$ cat config.mk
export PLATFORM = sky130hd
export DESIGN_NAME = mole_hit_scorer
export DESIGN_NICKNAME = d
export VERILOG_FILES = /design/src/rtl/mole_hit_scorer.sv
export SDC_FILE = /design/constraint.sdc
export NUM_CORES = 1
export LEC_CHECK = 0
export CORE_ASPECT_RATIO = 1.25
export CORE_UTILIZATION = 50
export CTS_CLUSTER_DIAMETER = 60
export DETAILED_ROUTE_END_ITERATION = 7
export DONT_BUFFER_PORTS = 1
export SETUP_SLACK_MARGIN = 0.1
export SLEW_MARGIN = 5
export SYNTH_ARGS = -nofsm -noshare
export SYNTH_HDL_FRONTEND = slang
export SYNTH_SLANG_ARGS = --single-unit
$ cat constraint.sdc
create_clock -name cin -period 5.3 [get_ports cin]
set_input_delay 0.53 -clock cin [delete_from_list [all_inputs] [get_ports cin]]
set_output_delay 0.53 -clock cin [all_outputs]
set_load 0.005 [all_outputs]
$ cat src/rtl/mole_hit_scorer.sv
// Whack-a-mole scorer: debounces 9 buttons, judges presses against the lit moles,
// pulses hit_clear back to the LED driver and shows a saturating BCD score on HEX1:HEX0.
// Optional build macro MOLE_MISS_PENALTY_EN: a press on an unlit mole subtracts one point.
module mole_hit_scorer #(
  parameter int DEBOUNCE_CYCLES = 500000,
  parameter int SCORE_MAX       = 99
) (
  input  logic       cin,
  input  logic       KEY0,
  input  logic [8:0] SW,
  input  logic [8:0] mole_led,
  input  logic       start,
  input  logic       round_end,
  output logic [8:0] hit_clear,
  output logic       playing,
  output logic [7:0] HEX0,
  output logic [7:0] HEX1
);

  localparam int CW = $clog2(DEBOUNCE_CYCLES + 1);

  typedef enum logic [1:0] {S_IDLE, S_PLAY, S_DONE} state_t;

  state_t      r_state, w_state_nxt;
  logic [8:0]  r_sync1, r_sync2, r_db, r_db_d;
  logic [CW-1:0] r_cnt [9];
  logic [8:0]  r_hit_pend;
  logic [3:0]  r_ones, r_tens;
  logic [3:0]  w_ones_nxt, w_tens_nxt;
  logic [8:0]  w_rise, w_new, w_busy, w_hit_sel;
  logic [6:0]  w_val;
  logic        w_play_live, w_enter, w_inc;
`ifdef MOLE_MISS_PENALTY_EN
  logic [8:0]  r_miss_pend, w_miss_sel;
  logic        w_dec;
`endif

  function automatic logic [7:0] seg7(input logic [3:0] d);
    case (d)
      4'd0: seg7 = 8'hC0;  4'd1: seg7 = 8'hF9;  4'd2: seg7 = 8'hA4;
      4'd3: seg7 = 8'hB0;  4'd4: seg7 = 8'h99;  4'd5: seg7 = 8'h92;
      4'd6: seg7 = 8'h82;  4'd7: seg7 = 8'hF8;  4'd8: seg7 = 8'h80;
      4'd9: seg7 = 8'h90;  default: seg7 = 8'hFF;
    endcase
  endfunction

  // NOTE: every clocked block uses <= so all flops sample pre-edge values, whatever order they are written in.
  always_ff @(posedge cin or negedge KEY0) begin
    if (!KEY0) begin
      r_sync1 <= '0;
      r_sync2 <= '0;
    end else begin
      r_sync1 <= SW;
      r_sync2 <= r_sync1;
    end
  end

  // NOTE: the counter array is plain flops, not a RAM, so it takes the async reset like any other register.
  always_ff @(posedge cin or negedge KEY0) begin
    if (!KEY0) begin
      r_db   <= '0;
      r_db_d <= '0;
      for (int n = 0; n < 9; n++) r_cnt[n] <= '0;
    end else begin
      r_db_d <= r_db;
      for (int n = 0; n < 9; n++) begin
        if (r_sync2[n] != r_db[n]) begin
          if (r_cnt[n] == CW'(DEBOUNCE_CYCLES - 1)) begin
            r_db[n]  <= r_sync2[n];
            r_cnt[n] <= '0;
          end else begin
            r_cnt[n] <= r_cnt[n] + CW'(1);
          end
        end else begin
          r_cnt[n] <= '0;
        end
      end
    end
  end

  always_ff @(posedge cin or negedge KEY0) begin
    if (!KEY0) r_state <= S_IDLE;
    else       r_state <= w_state_nxt;
  end

  // NOTE: defaults first, so every path assigns every output and no latch is inferred.
  always_comb begin
    w_state_nxt = r_state;
    case (r_state)
      S_IDLE, S_DONE: if (start && !round_end) w_state_nxt = S_PLAY;
      S_PLAY:         if (round_end)           w_state_nxt = S_DONE;
      default:                                 w_state_nxt = S_IDLE;
    endcase
  end

  // round_end in the same cycle as a pending bit flushes it rather than scoring it.
  assign w_play_live = (r_state == S_PLAY) && !round_end;
  assign w_enter     = (r_state != S_PLAY) && (w_state_nxt == S_PLAY);
  assign playing     = (r_state == S_PLAY);

  assign w_rise    = r_db & ~r_db_d;
  assign w_new     = w_play_live ? (w_rise & ~w_busy) : 9'd0;
  assign w_hit_sel = r_hit_pend & (~r_hit_pend + 9'd1);
  assign hit_clear = w_play_live ? w_hit_sel : 9'd0;

  assign w_val = ({3'd0, r_tens} * 7'd10) + {3'd0, r_ones};
  assign w_inc = w_play_live && (|r_hit_pend) && (w_val < 7'(SCORE_MAX));

`ifdef MOLE_MISS_PENALTY_EN
  assign w_busy     = r_hit_pend | r_miss_pend;
  assign w_miss_sel = (|r_hit_pend) ? 9'd0 : (r_miss_pend & (~r_miss_pend + 9'd1));
  assign w_dec      = w_play_live && (|w_miss_sel) && (w_val != 7'd0);

  always_ff @(posedge cin or negedge KEY0) begin
    if (!KEY0)             r_miss_pend <= '0;
    else if (!w_play_live) r_miss_pend <= '0;
    else                   r_miss_pend <= (r_miss_pend | (w_new & ~mole_led)) & ~w_miss_sel;
  end
`else
  assign w_busy = r_hit_pend;
`endif

  always_ff @(posedge cin or negedge KEY0) begin
    if (!KEY0)             r_hit_pend <= '0;
    else if (!w_play_live) r_hit_pend <= '0;
    else                   r_hit_pend <= (r_hit_pend | (w_new & mole_led)) & ~w_hit_sel;
  end

  always_comb begin
    w_ones_nxt = r_ones;
    w_tens_nxt = r_tens;
    if (w_enter) begin
      w_ones_nxt = 4'd0;
      w_tens_nxt = 4'd0;
    end else if (w_inc) begin
      if (r_ones == 4'd9) begin
        w_ones_nxt = 4'd0;
        w_tens_nxt = r_tens + 4'd1;
      end else begin
        w_ones_nxt = r_ones + 4'd1;
      end
`ifdef MOLE_MISS_PENALTY_EN
    end else if (w_dec) begin
      if (r_ones == 4'd0) begin
        w_ones_nxt = 4'd9;
        w_tens_nxt = r_tens - 4'd1;
      end else begin
        w_ones_nxt = r_ones - 4'd1;
      end
`endif
    end
  end

  // HEX registers load the next score so the display changes on the same edge as the score.
  always_ff @(posedge cin or negedge KEY0) begin
    if (!KEY0) begin
      r_ones <= 4'd0;
      r_tens <= 4'd0;
      HEX0   <= 8'hC0;
      HEX1   <= 8'hC0;
    end else begin
      r_ones <= w_ones_nxt;
      r_tens <= w_tens_nxt;
      HEX0   <= seg7(w_ones_nxt);
      HEX1   <= seg7(w_tens_nxt);
    end
  end

endmodule
After elaboration in Yosys (flattened, before gate mapping)
Memory sizes are Yosys's and may differ from the RTL's. A register that Yosys moved wholly into a read port is not among the register bits.
Index checks and enable logic that the tools add are counted.
{"block": "totals", "reg_bits": 242, "rom_bits": 224, "in_bits": 22, "output_inout_bits": 26, "wordCells": 126, "memories": 2}
{"block": "classes", "n_addsub": 13, "mul": 1, "order_cmp": 1, "n_eq_ne": 23, "n_mux": 30, "bitwise_logic": 9, "reduce_logical": 20}
{"name": "(name not given)", "words": 16, "word_bits": 7, "read_ports": 1, "rd_ports_with_merged_regs": 1, "wr": 0, "line": "39", "source": "case (d)"}
{"name": "(name not given)", "words": 16, "word_bits": 7, "read_ports": 1, "rd_ports_with_merged_regs": 1, "wr": 0, "line": "39"}
{"op": "$mux 19", "n": 18}
{"op": "$add 19x1->19 const B", "n": 9}
{"op": "$eq 19x19->1 const B", "n": 9}
{"op": "$and 9x9->9", "n": 5}
{"op": "$mux 9", "n": 3}
{"op": "$not 9->9", "n": 3}
{"op": "$mux 4", "n": 6}
{"op": "$reduce_and 2->1", "n": 9}
{"op": "$add 9x1->9 const B", "n": 1}
{"op": "$ne 1x1->1", "n": 9}
{"op": "$or 9x9->9", "n": 1}
{"op": "$reduce_or 9->1", "n": 1}
{"op": "$add 4x1->4 const B", "n": 2}
{"op": "$add 7x4->7", "n": 1}
{"op": "$lt 7x7->1 const B", "n": 1}
{"op": "$mul 4x3->6 const B", "n": 1}
{"op": "$logic_and 1x1->1", "n": 5}
{"op": "$eq 2x1->1 const B", "n": 2}
{"op": "$eq 4x4->1 const B", "n": 1}
{"op": "$mux 2", "n": 2}
{"op": "$pmux 2 s2", "n": 1}
{"op": "$logic_not 1->1", "n": 3}
{"op": "$eq 2x2->1 const B", "n": 1}
{"op": "$logic_not 2->1", "n": 1}
{"op": "other kinds (2)", "n": 2}

Longest topological paths before layout
{"block": "depth", "ltp_word": 8, "mapped_depth": 15, "mapped_depth_nobuf": 15}

Least setup slack after synthesis
OpenSTA, ideal clock, no wires.
{"block": "synth_timing", "kind": "register to register", "from": "reg r_tens[1]", "to": "reg HEX0[3]", "setup_ns": 0.134, "arrival_ns": 3.479, "required_ns": 5.166, "setup_slack_ns": 1.688, "stages_incl_launch_ff": 16, "path_buffers": 0, "synth_period_minus_slack_ns": 3.612, "cell_sequence": "dfrtp_1 > ha_1 > ha_1 > inv_1 > fa_1 > xnor2_1 > nor4_1 > a31oi_1 > nand2_1 > or3_1 > a21oi_1 > inv_1 > ha_1 > inv_1 > o21ai_0 > o22ai_1"}
{"block": "synth_via", "elab_chain_cells": 6}
{"item": "start: declaration", "line": "28", "source": "logic [3:0] r_ones, r_tens;"}
{"item": "start signal: assignment", "line": "163", "source": "r_tens <= w_tens_nxt;"}
{"item": "$mul 4x3->6", "line": "106", "source": "assign w_val = ({3'd0, r_tens} * 7'd10) + {3'd0, r_ones};"}
{"item": "$add 7x4->7", "line": "106"}
{"item": "$lt 7x7->1", "line": "107", "source": "assign w_inc = w_play_live && (|r_hit_pend) && (w_val < 7'(SCORE_MAX));"}
{"item": "$logic_and 1x1->1", "line": "107"}
{"item": "$mux 4", "line": "135", "source": "end else if (w_inc) begin"}
{"item": "$mux 4", "line": "132", "source": "if (w_enter) begin"}
{"item": "named net w_ones_nxt[1]", "line": "29", "source": "logic [3:0] w_ones_nxt, w_tens_nxt;"}
{"item": "end: declaration", "line": "16", "source": "output logic [7:0] HEX0,"}
The timed path passes the listed nets, and every way through them passes these cells.
A chain may end at the register's enable or synchronous reset.

Final worst setup path
Same ends and word-level chain as after synthesis.

==> out/metrics.yaml <==
status: "finished with violations"
violations: "negative hold slack"
wl_per_cell_um: 14.2
cts_buffer_depth: 3
dpl_cell_area_um2: 11700
clk_pin_slew_ns: 0.06
pwr-share-seq: 0.491
yosysTopAreaCellShare: 0.521
initial_core_util: 0.511
core_um2: 22400
netSwitchingPower_w: 0.000810
die_area_um2: 23500
cts_tree: "yes"
rows: 61
setup_tns_ns: 0
cts-resized-gates: 0
antenna_found_initial: 2
synth.most_common_cell: "dfrtp_1"
power_density_nw_per_um2: 306
drive_gt1_frac: 0.0759
grt_pass1_vias: 7486
final_nets: 1179
ys_seq_elements: 240
syn_inst: 1122
relSlewSlack: 0.527
worstSetupPathType: "flop to flop"
async_reset_ff_frac: 1.00
p_leak_nw: 5.51
p_sw_frac: 0.211
clock-sinks: 240
cts_root_buf: "clkbuf_16"
path_cells: "ha_1 -> ha_1 -> inv_1 -> fa_1 -> xnor2_1 -> nor4_1 -> a31oi_1 -> nand2_1 -> or3_1 -> a21oi_1 -> inv_1 -> ha_1 -> inv_1 -> o21ai_0 -> o22ai_1"
max_freq_mhz: 243
cp_max_fo: 6
num_io_pins: 48
finalPower_w: 0.00385
end_kind: "flop"
clockPowerShare: 0.487
portBuffers: 0
critPathArrivalTime_ns: 4.51
postLayoutCellArea_um2: 12600
track_usage: 0.184
layout_worst_path_cycle_share: 0.777
finClkSkew_ns: 0.0114
clock_latency_ns: 0.52
place_congestion: 0.874
syn_to_final_growth_pct: 10.1
crit_path_top_delay_cell: "a31oi_1"
drt-total-wl_mm: 20.3
cp_slowest_stage_delay_ns: 0.49
holdWs_ns: -0.301
drtIter0Drc: 302
grt_pass1_wl_mm: 35.2
dp_hpwl_mm: 13.3
synth_area_leaders: "dfrtp_1 (52%), nor2_1 (7.0%), xor2_1 (6.8%)"
cts_setup_buffers: 0
worst_slew_pin_slew_ns: 0.699
route.vias.total: 7593
cp-start-kind: "flop"
required_ns: 5.69
first_pass_iters: 4
synth_commonest_cells: "dfrtp_1 (238), nor2_1 (214), xor2_1 (89)"
synth_ff_type: "dfrtp_1"
hold_viol: 239
h-tree-depth: 1
seq_area_frac_synth: 0.526
max_cap_viol_count: 0
peakVddDrop_mv: 0.271
combPwrFrac: 0.022
finalSetupViolations: 0
cts_buffers: 26
postRouteAntennaNets: 0
yosysWarnings: 0
remaining_drc_errors: 0
synth_cell_types: 69
rsz0062_at_grt: "false"
hold_class: "input pin to async pin"
synth_edf_count: 0
slew_viol_final: 0
gr-total-overflow: 0
p_int_w: 0.00304
min_period_ns: 4.12
die_h_um: 171
die_w_um: 137
viasPerCell: 5.31
synth_top_area_cell: "dfrtp_1"
synth.avg_cell_area_um2: 10.2
grt_max_degree: 241
syn_area_um2: 11400
## state kept, by name, indices dropped and copies added (netlist names)
| register | cells |
|---|---|
| HEX1 | 7 |
| r_tens | 4 |
| r_db_d | 9 |
| r_db | 9 |
| r_state | 2 |
| r_cnt | 171 |
| r_sync2 | 9 |
| r_ones | 4 |
| r_sync1 | 9 |
| r_hit_pend | 9 |
| HEX0 | 7 |
## kinds of logic after synthesis
kind of cell / share of synthesized area
AND/OR/NAND/NOR: 0.238
flip-flops: 0.526
XOR/XNOR: 0.117
AO/OA/AOI/OAI: 0.0428
buffers and inverters: 0.0214
adder cells (fa/ha/maj): 0.0342
multiplexers: 0.0196
other: 0.000328
## power by group through the flow
stage	Clock [W]	Combinational, W	Sequential (W)
finish	0.00187	0.0000839	0.00189
global route	0.00200	0.0000989	0.00189
CTS	0.00193	0.0000857	0.00189
detailed placement	0	0.0000851	0.00192
global placement	0	0.0000850	0.00192
floorplan	0	0.0000732	0.00192
## cells in the final DEF, fill, tap and decap left out, types with 6 or more instances in the layout
master and count:
dfrtp_1 238, and2_1 9, clkbuf_16 27, nand3_1 74
nor3_1 17, and3_1 26, nand2_1 79, o21ai_0 20
or2_2 10, a21oi_1 30, ha_1 28, clkinv_2 8
nor4b_1 8, nor2_1 214, nor2b_1 8, nor4bb_1 8
mux2_2 9, and4_1 10, xnor2_1 64, inv_1 36
xor2_1 89, nor4_1 13, nand4_1 20, nand2b_1 6
or3_1 21
## path summary, 6_finish.rpt
check,to,depth (start not counted),from,slack (ns)
worst max-delay path,HEX0[3]$_DFF_PN0_,15,r_tens[1]$_DFF_PN0_,1.18
worst min-delay path,r_cnt[72]$_DFF_PN0_,0,KEY0,-0.30
worst max register to register,HEX0[3]$_DFF_PN0_,15,r_tens[1]$_DFF_PN0_,1.18
worst min register to register,r_sync2[1]$_DFF_PN0_,0,r_sync1[1]$_DFF_PN0_,0.35
max in group asynchronous,r_cnt[141]$_DFF_PN0_,0,KEY0,5.20
min in group cin,r_sync1[5]$_DFF_PN0_,0,SW[5],0.03
## worst max-delay path, delay by kind of cell (launching register included)
family / cells / cell delay [ns]
AO/OA/AOI/OAI: 4 / 1.09
XOR/XNOR: 1 / 0.39
adder cells (fa/ha/maj): 4 / 1.14
buffers and inverters: 3 / 0.22
flip-flops: 1 / 0.47
AND/OR/NAND/NOR: 3 / 0.70
## layout make-up
type	instances	area, um2
clock inverter	13	145
antenna	1	2.50
multi-input combinational	822	5170
fill	1962	9780
tap	283	354
inverter	37	139
sequential	240	6010
clock buffer	35	756
## stage by stage
stage / std cells / worst slack (ns) / hold slack, ns / util
detailed placement: 1382 / 1.22 / 0.243 / 0.522
finish: 1431 / 1.18 / -0.301 / 0.562
floorplan: 1123 / 1.69 / 0.234 / -
global placement: 1382 / 1.32 / 0.241 / 0.522
global route: 1430 / 0.853 / -0.335 / 0.562
CTS: 1430 / 1.20 / -0.322 / 0.562
## routing by layer
metal | vias up | wire length (um) | GRT usage
li1 | 3792 | - | -
met5 | - | 13 | 0
met1 | 3678 | 9630 | 0.246
met3 | 31 | 748 | 0.0326
met2 | 90 | 9560 | 0.303
met4 | 2 | 361 | 0.0540
No activity file was read; power rests on OpenSTA's default activity.
